==> src/rtl/fix_pkg.sv <==
// Shared constants, state encoding and ASCII helpers for the FIX field parser.
package fix_pkg;

  localparam logic [7:0]  SOH     = 8'h01;
  localparam logic [7:0]  EQ      = 8'h3D;
  localparam logic [31:0] CHK_TAG = 32'h0000_3031;

  localparam logic [1:0] ERR_NONE = 2'b00;
  localparam logic [1:0] ERR_TAG  = 2'b01;
  localparam logic [1:0] ERR_VAL  = 2'b10;
  localparam logic [1:0] ERR_SOH  = 2'b11;

  typedef enum logic [1:0] {
    TAG     = 2'd0,
    VALUE   = 2'd1,
    EMIT    = 2'd2,
    DISCARD = 2'd3
  } state_e;

  function automatic logic is_digit(input logic [7:0] c);
    return (c >= 8'h30) && (c <= 8'h39);
  endfunction

  // First byte in [7:0] is the hundreds digit; caller guarantees all three are digits.
  function automatic logic [9:0] ascii3_to_dec(input logic [23:0] b);
    logic [9:0] d0, d1, d2;
    d0 = {6'd0, b[3:0]};
    d1 = {6'd0, b[11:8]};
    d2 = {6'd0, b[19:16]};
    return d0 * 10'd100 + d1 * 10'd10 + d2;
  endfunction

endpackage

==> src/rtl/fix_checksum_acc.sv <==
// Running mod-256 byte sum with a per-field snapshot and a 3-digit ASCII trailer compare.
module fix_checksum_acc
  import fix_pkg::*;
(
  input  logic        clk,
  input  logic        rst_n,
  input  logic        acc_i,
  input  logic [7:0]  data_i,
  input  logic        snap_i,
  input  logic        clr_i,
  input  logic [23:0] digits_i,
  input  logic        len3_i,
  output logic        chk_ok_o
);

  logic [7:0] sum_q, sum_d;
  logic [7:0] snap_q, snap_d;

  // The snapshot takes the sum before the current byte, i.e. through the previous SOH.
  always_comb begin
    sum_d  = sum_q;
    snap_d = snap_q;
    if (clr_i) begin
      sum_d  = '0;
      snap_d = '0;
    end else begin
      if (snap_i) snap_d = sum_q;
      if (acc_i)  sum_d  = sum_q + data_i;
    end
  end

  always_ff @(posedge clk or negedge rst_n) begin
    if (!rst_n) begin
      sum_q  <= '0;
      snap_q <= '0;
    end else begin
      sum_q  <= sum_d;
      snap_q <= snap_d;
    end
  end

  assign chk_ok_o = len3_i
                 && is_digit(digits_i[7:0])
                 && is_digit(digits_i[15:8])
                 && is_digit(digits_i[23:16])
                 && (ascii3_to_dec(digits_i) == {2'b00, snap_q});

endmodule

==> src/rtl/fix_field_parser.sv <==
// Splits a FIX byte stream into tag/value fields and verifies the "10=" checksum trailer.
module fix_field_parser
  import fix_pkg::*;
#(
  parameter  int VALUE_WIDTH = 256,
  localparam int MAX_VB      = VALUE_WIDTH / 8,
  localparam int VL_W        = $clog2(VALUE_WIDTH / 8 + 1)
) (
  input  logic                   clk,
  input  logic                   rst_n,
  input  logic [7:0]             data_i,
  input  logic                   data_valid_i,
  output logic                   ready_o,
  output logic                   field_valid_o,
  input  logic                   field_ready_i,
  output logic [31:0]            tag_o,
  output logic [2:0]             t_len_o,
  output logic [VALUE_WIDTH-1:0] val_o,
  output logic [VL_W-1:0]        v_len_o,
  output logic                   is_chk_o,
  output logic                   chk_ok_o,
  output logic                   msg_end_o,
  output logic                   err_o,
  output logic [1:0]             err_code_o
);

  state_e                 state_q;
  logic                   ready_q, field_valid_q, is_chk_q, chk_ok_q, msg_end_q, err_q;
  logic [1:0]             err_code_q;
  logic [31:0]            tag_q;
  logic [2:0]             t_len_q;
  logic [VALUE_WIDTH-1:0] val_q;
  logic [VL_W-1:0]        v_len_q;

  logic       accept, is_soh, is_eq, handshake, snap_take, chk_clr, tag_is_chk, chk_ok_calc;
  logic       err_det;
  logic [1:0] err_code_det;

  assign accept     = data_valid_i && ready_q;
  assign is_soh     = (data_i == SOH);
  assign is_eq      = (data_i == EQ);
  assign handshake  = field_valid_q && field_ready_i;
  assign snap_take  = accept && (state_q == TAG) && (t_len_q == 3'd0) && !is_soh && !is_eq;
  assign chk_clr    = err_det || (handshake && is_chk_q);
  assign tag_is_chk = (t_len_q == 3'd2) && (tag_q == CHK_TAG);

  always_comb begin
    err_det      = 1'b0;
    err_code_det = ERR_NONE;
    if (accept) begin
      case (state_q)
        TAG: begin
          if (is_soh) begin
            err_det      = 1'b1;
            err_code_det = ERR_SOH;
          end else if (is_eq && (t_len_q == 3'd0)) begin
            err_det      = 1'b1;
            err_code_det = ERR_TAG;
          end else if (!is_eq && (t_len_q == 3'd4)) begin
            err_det      = 1'b1;
            err_code_det = ERR_TAG;
          end
        end
        VALUE: begin
          if (!is_soh && (v_len_q == VL_W'(MAX_VB))) begin
            err_det      = 1'b1;
            err_code_det = ERR_VAL;
          end
        end
        default: ;
      endcase
    end
  end

  fix_checksum_acc u_chk (
    .clk      (clk),
    .rst_n    (rst_n),
    .acc_i    (accept),
    .data_i   (data_i),
    .snap_i   (snap_take),
    .clr_i    (chk_clr),
    .digits_i (val_q[23:0]),
    .len3_i   (v_len_q == VL_W'(3)),
    .chk_ok_o (chk_ok_calc)
  );

  // ready_q tracks the next state so ready_o is low in reset and in EMIT.
  always_ff @(posedge clk or negedge rst_n) begin
    if (!rst_n) begin
      state_q       <= TAG;
      ready_q       <= 1'b0;
      field_valid_q <= 1'b0;
      is_chk_q      <= 1'b0;
      chk_ok_q      <= 1'b0;
      msg_end_q     <= 1'b0;
      err_q         <= 1'b0;
      err_code_q    <= ERR_NONE;
      tag_q         <= '0;
      t_len_q       <= '0;
      val_q         <= '0;
      v_len_q       <= '0;
    end else begin
      err_q      <= 1'b0;
      err_code_q <= ERR_NONE;
      msg_end_q  <= 1'b0;
      ready_q    <= (state_q != EMIT);
      if (err_det) begin
        err_q      <= 1'b1;
        err_code_q <= err_code_det;
        tag_q      <= '0;
        t_len_q    <= '0;
        val_q      <= '0;
        v_len_q    <= '0;
        state_q    <= is_soh ? TAG : DISCARD;
        ready_q    <= 1'b1;
      end else begin
        case (state_q)
          TAG: begin
            if (accept) begin
              if (is_eq) begin
                state_q <= VALUE;
              end else begin
                tag_q[{t_len_q[1:0], 3'b000} +: 8] <= data_i;
                t_len_q <= t_len_q + 3'd1;
              end
            end
          end
          VALUE: begin
            if (accept) begin
              if (is_soh) begin
                state_q       <= EMIT;
                ready_q       <= 1'b0;
                field_valid_q <= 1'b1;
                is_chk_q      <= tag_is_chk;
                chk_ok_q      <= tag_is_chk && chk_ok_calc;
              end else begin
                val_q[{v_len_q, 3'b000} +: 8] <= data_i;
                v_len_q <= v_len_q + VL_W'(1);
              end
            end
          end
          EMIT: begin
            if (field_ready_i) begin
              state_q       <= TAG;
              ready_q       <= 1'b1;
              field_valid_q <= 1'b0;
              msg_end_q     <= is_chk_q;
              is_chk_q      <= 1'b0;
              chk_ok_q      <= 1'b0;
              tag_q         <= '0;
              t_len_q       <= '0;
              val_q         <= '0;
              v_len_q       <= '0;
            end
          end
          DISCARD: begin
            if (accept && is_soh) state_q <= TAG;
          end
          default: state_q <= TAG;
        endcase
      end
    end
  end

  assign ready_o       = ready_q;
  assign field_valid_o = field_valid_q;
  assign tag_o         = tag_q;
  assign t_len_o       = t_len_q;
  assign val_o         = val_q;
  assign v_len_o       = v_len_q;
  assign is_chk_o      = is_chk_q;
  assign chk_ok_o      = chk_ok_q;
  assign msg_end_o     = msg_end_q;
  assign err_o         = err_q;
  assign err_code_o    = err_code_q;

endmodule

==> config.mk <==
export PLATFORM = sky130hd
export DESIGN_NAME = fix_field_parser
export DESIGN_NICKNAME = d
export VERILOG_FILES = /design/src/rtl/fix_pkg.sv /design/src/rtl/fix_checksum_acc.sv /design/src/rtl/fix_field_parser.sv
export SDC_FILE = /design/constraint.sdc
export NUM_CORES = 1
export LEC_CHECK = 0
export CORE_MARGIN = 4
export CORE_UTILIZATION = 33
export CTS_BUF_LIST = sky130_fd_sc_hd__clkbuf_16
export DETAILED_ROUTE_END_ITERATION = 10
export GPL_TIMING_DRIVEN = 0
export HOLD_SLACK_MARGIN = 0.12
export SYNTH_ARGS = -nofsm -noshare
export SYNTH_HDL_FRONTEND = slang
export SYNTH_HIERARCHICAL = 1
export SYNTH_SLANG_ARGS = --single-unit
==> constraint.sdc <==
create_clock -name clk -period 5.6 [get_ports clk]
set_clock_uncertainty 0.2 [all_clocks]
set_input_delay 0.56 -clock clk [delete_from_list [all_inputs] [get_ports clk]]
set_output_delay 0.56 -clock clk [all_outputs]
set_load 0.01 [all_outputs]
==> flow_summary.yaml <==
sta:
  rsz0062_at_grt: "false"
  tns_ps: 0
  finalCritPeriodShare_pct: 82.26
  finalHoldViolCount: 0
  final_max_slew_viol_count: 0
  holdWs_ps: 219.7
  min_period_ps: 4606
  slew-limit-headroom_pct: 13.90
  setup_viol_count_final: 0
  tightest_slew_ps: 1281
  finalWorstSetupSlack_ps: 993.6
  fmax_mhz: 217.1
routing:
  drc: 0
  routedWlPerCell_um: 24.18
  routed_via_density: 5.525
  drt_iter0_markers: 1004
  wl_um: 54590
  via_count: 12470
  ant_nets: 0
  dr.pass1.iters: 7
min_path:
  min-delay-path-class: "primary input to register"
  whs_path_depth: 3
logic_synthesis:
  synth_nets: 1351
  netlist.area_leader.share_pct: 54.51
  yosys.area.top_type: "dfrtp_1"
  synth-seq-cells: 323
  ys.flop_type: "dfrtp_1"
  yosysUniqueCellTypes: 85
  seq_area_frac_synth_pct: 54.51
  syn_area_um2: 14830
  avgSynthCellArea_um2: 11.53
  async_reset_ff_share_pct: 100.0
  yosys-top-cells-area: "dfrtp_1 (55%), a22o_1 (7.4%), o2bb2ai_1 (6.9%), ha_1 (4.0%), nand2_1 (2.3%)"
  synth-edff-count: 0
  yosysWarnings: 6
  synth_cells: 1286
power_and_ir_drop:
  p_leak_nw: 8.483
  powerDensity_nw_per_um2: 456.2
  irDropWorstVdd_mv: 0.1778
global_route:
  grt_overflow: 0
  antenna_found_initial: 0
  grt_pass1_wl_um: 81790
  grt_pass1_vias: 12760
  grt_max_degree: 126
  grtUsageTotal_pct: 22.22
final_layout:
  area_delta_synth_final_pct: 34.40
  seq_area_um2: 8083
  multiInputGateArea_um2: 6325
  finalNonFillerCells: 2257
  num-nets-final: 1707
  n_antenna_cell: 0
  drive_gt1_share_pct: 7.267
  fillers: 4153
status:
  status: "completed"
place:
  place_congestion: 0.9209
  pre_cts_ws_ps: 819.9
  hpwl_um: 39420
  dp.cells: 2195
  portBuffers: 315
worst_setup_path:
  critPathLaunchType: "register"
  critPathCaptureType: "register"
  slowest_delay_ps: 550
  reg2reg_depth: 16
  worstPathArrival_ps: 4860
  path_max_fanout: 7
  slowest_stage: "or4_1"
  path_cells: "inv_1 -> ha_1 -> ha_1 -> inv_1 -> fa_1 -> inv_1 -> ha_1 -> ha_1 -> nor2b_1 -> nor4b_2 -> o211ai_1 -> or4_1 -> or4_1 -> nor3_2 -> inv_1 -> o21ai_0"
  worstSetupPathType: "register to register"
  rrSetupSlack_ps: 990
  required_ps: 5860
cts:
  cts_root_buf: "clkbuf_16"
  h-tree-depth: 2
  cts_buffer_depth: 3
  path_clk_slew_ps: 60
  cts_resized: 0
  clk_latency_ps: 540
  cts_hold_buf: 1
  post_cts.repair.setup_buffers: 0
  cts_sinks: 323
  cts_tree: "done"
  numCtsBuffers: 36
floorplanning:
  core_um2: 44320
  die_h_um: 220.0
  dieArea_um2: 48390
  fp-row-count: 77
  io_pins: 317
  start_util_pct: 33.46
  die_x_um: 220.0
job:
  cap_violations: 0
## cells by family after synthesis
logic type | Yosys count | share of synthesized area [%]
flops | 323 | 54.51
mux | 20 | 1.443
simple gates | 339 | 12.30
buf+inv | 103 | 2.843
xor+xnor | 24 | 1.544
compound gates | 424 | 22.59
fa+ha+maj | 53 | 4.776
## state kept, by name, summed over array words and instances, names as in the netlist
name and count:
u_chk/snap_q 8, state_q 2, err_code_o 2, v_len_o 6, msg_end_o 1, tag_o 32, t_len_o 3, err_o 1
u_chk/sum_q 8, field_valid_o 1, ready_o 1, val_o 256, chk_ok_o 1, is_chk_o 1
## synthesized netlist by cell type, drive strengths merged, types with 15 or more instances
master and number:
nand2 91, ha 47, buf 21, inv 36, o21ai 70, o2bb2ai 116
nor3 15, nor2 69, a22o 125, dfrtp 323, clkbuf 45, mux2i 19
nor4 17, a21oi 39, nand3 61, xnor2 18
## placed cells by master (no fill, tap or decap), types with 8 or more instances in the layout
cell type        instances
a21o_1                  10
a21oi_1                 26
a21oi_2                 13
a22o_1                 125
a32o_1                  10
buf_2                   13
clkbuf_1                45
clkbuf_16               37
clkdlybuf4s50_1        314
clkinv_2                10
dfrtp_1                323
ha_1                    47
inv_1                   38
mux2i_1                 18
nand2_1                 89
nand2b_1                12
nand3_1                 61
nand4_1                 11
nor2_1                  68
nor2b_1                  9
nor3_1                  12
nor4_1                  11
o21ai_0                 59
o21ai_1                 11
o2bb2ai_1              116
o31ai_1                  8
or3_1                    8
xnor2_1                 17
## final timing paths
path / endpoint / start
setup / recovery: chk_ok_o / val_o[0]
hold / removal: msg_end_o / field_ready_i
setup reg to reg: chk_ok_o / val_o[0]
hold reg to reg: val_o[205] / val_o[205]
max in group asynchronous: val_o[75] / rst_n
min in group asynchronous: val_o[196] / rst_n
## routing by layer
| layer | GRT usage (%) | part of all wire, % | vias to the layer above |
|---|---|---|---|
| li1 | - | - | 5555 |
| met1 | 29.93 | 43 | 6297 |
| met2 | 35.07 | 46 | 512 |
| met3 | 5.530 | 7.5 | 105 |
| met4 | 7.662 | 3.5 | 0 |
| met5 | 0 | 0 | - |
## layout make-up
type / count / share of cell area, %
Sequential cell: 323 / 40.55
Timing Repair Buffer: 318 / 16.17
Multi-Input combinational cell: 860 / 31.73
Clock buffer: 37 / 4.646
Inverter: 37 / 0.6968
Tap cell: 592 / 3.716
Clock inverter: 24 / 1.061
Buffer: 66 / 1.419
## worst max-delay path: cells and delay by family, from the launching register on
kind | cells | cell delay [ps]
buffers and inverters | 4 | 270
adders and majority gates | 5 | 1460
DFF | 1 | 540
AOI/OAI and AO/OA | 2 | 290
and+or+nand+nor | 5 | 1750
## per-stage QoR
stage / cell area (um^2) / util [%] / total power [mW]
2_1_floorplan: 14830 / - / 5.135
3_3_place_gp: 18720 / 42.25 / 6.703
3_5_place_dp: 18780 / 42.38 / 6.757
4_1_cts: 19930 / 44.97 / 9.128
5_1_grt: 19930 / 44.97 / 9.586
6_report: 19930 / 44.97 / 9.092
## where the power goes
group	internal, mW	switching (mW)
clock network	1.38	0.949
registers	2.73	0.370
logic	1.45	2.22
No activity file was read; power rests on OpenSTA's default activity.
